## src/rtl/lakespec_config_loader.sv

```systemverilog
// Configuration loader for lakespec: assembles a word stream into a shadow
// image, commits it atomically on a well-formed load, then flushes lakespec.
module lakespec_config_loader #(
    parameter int CFG_WIDTH    = 550,
    parameter int WORD_WIDTH   = 32,
    parameter int FLUSH_CYCLES = 4,
    localparam int NUM_WORDS   = (CFG_WIDTH + WORD_WIDTH - 1) / WORD_WIDTH,
    localparam int CNT_WIDTH   = $clog2(NUM_WORDS + 1)
) (
    input  logic                  clk,
    input  logic                  rst_n,
    input  logic                  start,
    input  logic                  cfg_valid,
    output logic                  cfg_ready,
    input  logic [WORD_WIDTH-1:0] cfg_data,
    input  logic                  cfg_last,
    output logic [CFG_WIDTH-1:0]  config_memory_size_550,
    output logic                  flush,
    output logic                  config_done,
    output logic                  config_err,
    output logic [CNT_WIDTH-1:0]  word_count
);

    // Shadow is padded to whole words; the excess top bits never reach the config port.
    localparam int SHADOW_WIDTH = NUM_WORDS * WORD_WIDTH;
    localparam int FC_WIDTH     = (FLUSH_CYCLES > 1) ? $clog2(FLUSH_CYCLES) : 1;

    typedef enum logic [1:0] {
        IDLE  = 2'd0,
        LOAD  = 2'd1,
        FLUSH = 2'd2,
        RUN   = 2'd3
    } state_t;

    state_t                  state;
    state_t                  next_state;
    logic [SHADOW_WIDTH-1:0] shadow;
    logic [SHADOW_WIDTH-1:0] shadow_next;
    logic [FC_WIDTH-1:0]     flush_cnt;
    logic                    load_fire;
    logic                    last_slot;
    logic                    good_end;
    logic                    bad_end;
    logic                    begin_load;

    assign load_fire  = cfg_valid && (state == LOAD);
    assign last_slot  = (word_count == CNT_WIDTH'(NUM_WORDS - 1));
    assign good_end   = load_fire && cfg_last && last_slot;
    assign bad_end    = load_fire && (cfg_last != last_slot);
    assign begin_load = start && ((state == IDLE) || (state == RUN));

    // Merge the incoming word into the shadow at the slot selected by word_count.
    always_comb begin
        shadow_next = shadow;
        for (int k = 0; k < NUM_WORDS; k++) begin
            if (word_count == CNT_WIDTH'(k)) begin
                shadow_next[k*WORD_WIDTH +: WORD_WIDTH] = cfg_data;
            end
        end
    end

    // State register.
    always_ff @(posedge clk) begin
        if (!rst_n) begin
            state <= IDLE;
        end else begin
            state <= next_state;
        end
    end

    // Next-state and state-decoded outputs; ready is purely a function of state.
    always_comb begin
        next_state  = state;
        cfg_ready   = 1'b0;
        flush       = 1'b0;
        config_done = 1'b0;
        case (state)
            IDLE: begin
                if (start) begin
                    next_state = LOAD;
                end
            end
            LOAD: begin
                cfg_ready = 1'b1;
                if (good_end) begin
                    next_state = FLUSH;
                end else if (bad_end) begin
                    next_state = IDLE;
                end
            end
            FLUSH: begin
                flush = 1'b1;
                if (flush_cnt == FC_WIDTH'(FLUSH_CYCLES - 1)) begin
                    next_state = RUN;
                end
            end
            RUN: begin
                config_done = 1'b1;
                if (start) begin
                    next_state = LOAD;
                end
            end
            default: next_state = IDLE;
        endcase
    end

    // Datapath: shadow assembly, word counting, atomic commit and sticky error.
    always_ff @(posedge clk) begin
        if (!rst_n) begin
            shadow                 <= '0;
            word_count             <= '0;
            config_err             <= 1'b0;
            config_memory_size_550 <= '0;
        end else begin
            if (begin_load) begin
                shadow     <= '0;
                word_count <= '0;
                config_err <= 1'b0;
            end else if (load_fire) begin
                shadow     <= shadow_next;
                word_count <= word_count + CNT_WIDTH'(1);
                if (good_end) begin
                    config_memory_size_550 <= shadow_next[CFG_WIDTH-1:0];
                end
                if (bad_end) begin
                    config_err <= 1'b1;
                end
            end
        end
    end

    // Counts cycles spent in FLUSH so flush lasts exactly FLUSH_CYCLES.
    always_ff @(posedge clk) begin
        if (!rst_n) begin
            flush_cnt <= '0;
        end else if (state == FLUSH) begin
            flush_cnt <= flush_cnt + FC_WIDTH'(1);
        end else begin
            flush_cnt <= '0;
        end
    end

endmodule

```

## config.mk

```make
export PLATFORM = sky130hd
export DESIGN_NAME = lakespec_config_loader
export DESIGN_NICKNAME = d
export VERILOG_FILES = /design/src/rtl/lakespec_config_loader.sv
export SDC_FILE = /design/constraint.sdc
export NUM_CORES = 2
export LEC_CHECK = 0
export BUFFER_PORTS_ARGS = -buffer_cell sky130_fd_sc_hd__buf_2
export CAP_MARGIN = 0
export CORE_ASPECT_RATIO = 1.1
export CORE_MARGIN = 2
export CORE_UTILIZATION = 55
export DETAILED_ROUTE_END_ITERATION = 7
export GPL_ROUTABILITY_DRIVEN = 0
export GPL_TIMING_DRIVEN = 0
export PLACE_DENSITY = 0.75
export SLEW_MARGIN = 20
export SYNTH_ARGS = -nofsm -noshare
export SYNTH_HDL_FRONTEND = slang
export SYNTH_SLANG_ARGS = --single-unit
```

## constraint.sdc

```tcl
create_clock -name clk -period 5.82 [get_ports clk]
set_input_delay 0.873 -clock clk [delete_from_list [all_inputs] [get_ports clk]]
set_output_delay 0.873 -clock clk [all_outputs]
set_load 0.02 [all_outputs]
```

# Word level (Yosys, flattened, before mapping)
# Cells that the tools add are included.
[op_classes]
bitwise_logic = 2
n_addsub = 2
n_eq_ne = 25
n_reduce_logical = 14
muxes = 26
[op_table]
columns = ["operator", "n"]
rows = [
  ["32-bit two-way mux", 17],
  ["5-bit by 4-bit equality test with 1-bit output (second input constant)", 8],
  ["5-bit by 3-bit equality test with 1-bit output (second input constant)", 4],
  ["5-bit by 2-bit equality test with 1-bit output (second input constant)", 2],
  ["5-bit equality test (second input constant)", 2],
  ["2-bit two-way mux", 4],
  ["2-bit equality test (second input constant)", 3],
  ["6-bit two-way mux", 1],
  ["2-bit one-hot mux with 3 select lines", 1],
  ["3-bit AND reduction", 2],
  ["5-bit by 1-bit adder with 5-bit output (second input constant)", 1],
  ["5-bit by 1-bit equality test with 1-bit output (second input constant)", 1],
  ["1-bit logical AND", 5],
  ["5-bit zero test", 1],
  ["2-bit AND reduction", 2],
  ["2-bit OR reduction", 2],
  ["1-bit two-way mux", 3],
  ["3-bit inequality test (second input constant)", 1],
  ["2-bit by 1-bit adder with 2-bit output (second input constant)", 1],
  ["2-bit by 1-bit equality test with 1-bit output (second input constant)", 1],
  ["2-bit zero test", 1],
  ["2-bit by 1-bit inequality test with 1-bit output (second input constant)", 1],
  ["2-bit inequality test (second input constant)", 1],
  ["1-bit inverter", 2],
  ["2 further kinds", 2],
]
[word_totals]
ff_bits = 1110
word_cells = 75

# Logic depth before layout (Yosys ltp)
[logic_depth]
word_depth = 6
depth_mapped = 10
ltp_nobuf = 6

# Worst setup path before layout
# Ideal clock, no wire load.
[synth_path]
path_type = "reg2reg"
start = "register word_count[3]"
end = "register config_memory_size_550[482]"
path_stages_with_launch = 10
arrival_time_ps = 2211
required_time_ps = 5704
setup_slack_ps = 3493
setup_time_ps = 116
cell_sequence = "dfxtp_1 clkbuf_2 buf_4 and3_1 ha_1 clkbuf_1 clkbuf_1 mux2i_1 nand2_1 o211a_1"
[synth_between]
elab_chain_len = 3
word_cells_on_any_way = 5
classes_between = "eq/ne (2); mux (1); reduce/logical (2)"
[synth_rtl]
columns = ["item", "line", "source"]
rows = [
  ["start, declared", "21", "output logic [CNT_WIDTH-1:0] word_count"],
  ["start signal, assigned", "121", "word_count <= word_count + CNT_WIDTH'(1);"],
  ["5-bit equality test", "47", "assign last_slot = (word_count == CNT_WIDTH'(NUM_WORDS - 1));"],
  ["1-bit logical AND", "48", "assign good_end = load_fire && cfg_last && last_slot;"],
  ["3-bit AND reduction (no line)", "n/a", ""],
  ["end signal, assigned", "123", "config_memory_size_550 <= shadow_next[CFG_WIDTH-1:0];"],
  ["end, declared", "17", "output logic [CFG_WIDTH-1:0] config_memory_size_550,"],
]
# Several ways; a longest one is shown, not always the timed one.
# A chain may end at the register's enable or synchronous reset.

# Final worst setup path
[layout_path]
start = "register state[0]"
end = "register config_memory_size_550[486]"
[layout_between]
elab_chain_len = 5
word_cells_on_any_way = 10
classes_between = "eq/ne (2); bitwise (1); reduce/logical (7)"
[layout_rtl]
columns = ["item", "line", "source"]
rows = [
  ["start, declared", "35", "state_t state;"],
  ["start signal, assigned", "67", "state <= next_state;"],
  ["2-bit by 1-bit equality test with 1-bit output, or another cell as far along", "46", "assign load_fire = cfg_valid && (state == LOAD);"],
  ["1-bit logical AND or 1-bit logical OR (tied branches)", "46, 50", ""],
  ["1-bit logical AND, on equally long branches", "48, 50", ""],
  ["1-bit logical AND or 1-bit inverter (tied branches)", "n/a", ""],
  ["3-bit AND reduction (no line) (*)", "n/a", ""],
]
# Mark *: on every way between the ends. The rest lies on a longest branch, timed or not.

==> results.yml <==
sta:
  slew_headroom: 0.137
  clock.fmax_mhz: 323
  worstMarginPinSlew_ns: 1.29
  hold_viol: 0
  finClkSkew_ns: 0.0318
  setup_viol_count_final: 0
  fin_crit_sh: 0.532
  slew_violations: 0
  finalSetupTns_ns: 0
  rsz0062_at_grt: "false"
  fin_ws_ns: 2.73
  min_period_ns: 3.09
logic_synthesis:
  avgSynthCellArea_um2: 8.95
  async_flop_share: 0
  synthCells: 5082
  ys_types: 38
  syn-cell-area_mm2: 0.0455
  syn-num-nets: 5128
  synth_top_flop_cell: "dfxtp_1"
  synth_seq_cells: 1110
  synth_edf_count: 0
  ys_seq_area_frac: 0.488
  ys_warn_count: 0
setup_path:
  r2r_slack_ns: 2.73
  startpoint_type: "register"
  critPathMaxFanout: 10
  worstPathArrival_ns: 3.68
  required_ns: 6.41
  setup.worst_path.class: "reg2reg"
  crit_path_end_kind: "register"
routing:
  wirelength_mm: 173
  wl_per_cell_um: 25.1
  viasPerCell: 5.99
  drc_errors: 0
  antenna_left: 0
  initialDrtViolationCount: 4743
  first_pass_iters: 7
  dr_total_vias: 41400
finish:
  fin_area_mm2: 0.0533
  fill_cells: 6925
  syn2layout_area_growth_pct: 17.1
  drive_gt1_frac: 0.174
  fin_nets: 5801
die:
  row_count: 110
  die_area_mm2: 0.0850
  core_region_area_mm2: 0.0819
  die_h_um: 306
  start_util: 0.556
  io_pins: 596
  die_width_um: 278
clocking:
  cts.clk_slew.worst_paths_ns: 0.06
  cts_resized: 0
  cts_max_path_buffers: 3
  cts_setup_buffers: 0
  htreeDepth: 3
  clk_latency_ns: 0.72
  clockRootBuffer: "clkbuf_16"
  numCtsBuffers: 108
  cts_hold_buf: 0
  clock-sinks: 1110
  cts_tree: "done"
placed_design:
  place_ws_ns: 2.67
  hpwl_mm: 125
  io_buffers: 562
  place_area_mm2: 0.0497
outcome:
  status: "complete, no violations"
grt:
  grt_use_met2: 0.627
  grt_start_max_net_pins: 15
  grt_pass1_vias: 39300
  busiest_layer: "met2"
  grt_use_total: 0.389
  antenna_found_initial: 8
  grt_pass1_wl_mm: 246
  met1_usage: 0.458
  overflow: 0
  use_met3: 0.0812
power:
  p_leak_nw: 27.0
  vdd_ir_drop_max_mv: 0.211
  design_power_total_mw: 16.4
  power_density_mw_per_mm2: 308
run:
  drv_cap: 0
min_path:
  min_path_type: "reg2reg"
report_power, final:
| part | switching (mW) | internal, mW |
|---|---|---|
| Combinational | 1.16 | 0.335 |
| Sequential | 0.0365 | 7.65 |
| Clock | 3.13 | 4.10 |
per-layer routing:
layer | wire length (um) | vias to the layer above
met1 | 63400 | 19700
li1 | - | 18600
met4 | 13900 | 4
met5 | 26 | -
met2 | 79000 | 2441
met3 | 16900 | 645
Yosys cell counts (3+ instances only):
cell type	n	area share
and3_1	3	0.00041
ha_1	9	0.0025
a21oi_1	545	0.060
or2_2	3	0.00041
o211a_1	551	0.12
clkbuf_1	310	0.026
nand4b_1	3	0.00058
and2_1	13	0.0018
and4bb_2	4	0.0011
dfxtp_1	1110	0.49
inv_1	7	0.00058
nor4b_2	4	0.0013
nor2_1	17	0.0014
nand2_1	1659	0.14
buf_2	220	0.024
buf_4	36	0.0059
nor4bb_1	6	0.0013
mux2i_1	557	0.12
state kept, by name (all words and copies together) (netlist names):
register / flops
shadow: 550
state: 2
flush_cnt: 2
config_memory_size_550: 550
word_count: 5
config_err: 1
final cells by class:
type	count	area [um^2]	area share
Sequential cell	1110	22200	0.417
Multi-Input combinational cell	3394	20700	0.388
Clock buffer	153	3170	0.0594
Timing Repair Buffer	563	2840	0.0533
Buffer	571	2570	0.0482
Tap cell	1064	1330	0.0250
Clock inverter	45	444	0.00833
Inverter	7	26.3	0.000493
Antenna cell	6	15.0	0.000282
critical path: stages, from the launching register on:
cell	delay [ns]
dfxtp_1	0.39
ha_1	0.19
clkbuf_2	0.21
nand2_1	0.26
nor4_2	0.31
clkbuf_1	0.96
buf_2	0.43
nand2_1	0.10
o211a_1	0.13
path summary, 6_finish.rpt:
kind                                  to  cells past startpoint         start
max          config_memory_size_550[486]                      8      state[0]
min                         flush_cnt[0]                      1  flush_cnt[0]
max reg2reg  config_memory_size_550[486]                      8      state[0]
min reg2reg                 flush_cnt[0]                      1  flush_cnt[0]
placed cells by master (no fill, tap or decap), drive strengths merged, types with 2 or more instances in the layout:
| master | instances |
|---|---|
| nand2 | 1659 |
| dfxtp | 1110 |
| buf | 822 |
| mux2i | 557 |
| o211a | 551 |
| a21oi | 545 |
| clkbuf | 465 |
| clkinv | 29 |
| nor2 | 17 |
| and2 | 14 |
| inv | 12 |
| ha | 9 |
| bufinv | 7 |
| diode | 6 |
| nor4bb | 6 |
| and4bb | 4 |
| nor4b | 4 |
| clkinvlp | 4 |
| and3 | 3 |
| nand4b | 3 |
| or2 | 3 |
| nand2b | 2 |
| xor2 | 2 |
| o21ai | 2 |
per-stage QoR:
step	hold slack (ns)	std cells	util
3_3_place_gp	0.408	6708	0.606
6_report	0.422	6913	0.651
2_1_floorplan	0.397	5082	-
5_1_grt	0.442	6911	0.651
4_1_cts	0.423	6907	0.651
3_5_place_dp	0.414	6709	0.607
kinds of logic (layout without fill, tap and decap cells):
kind of cell	after synthesis	count (layout)	share of synthesized area
adders and majority gates	9	9	0.00247
muxes	557	557	0.123
and+or+nand+nor	1721	1721	0.147
buffers and inverters	578	1339	0.0569
DFF	1110	1110	0.488
xor gates and xnor gates	3	3	0.000578
AOI/OAI and AO/OA	1104	1104	0.182
other	0	6	0
No activity file was read; power rests on OpenSTA's default activity.
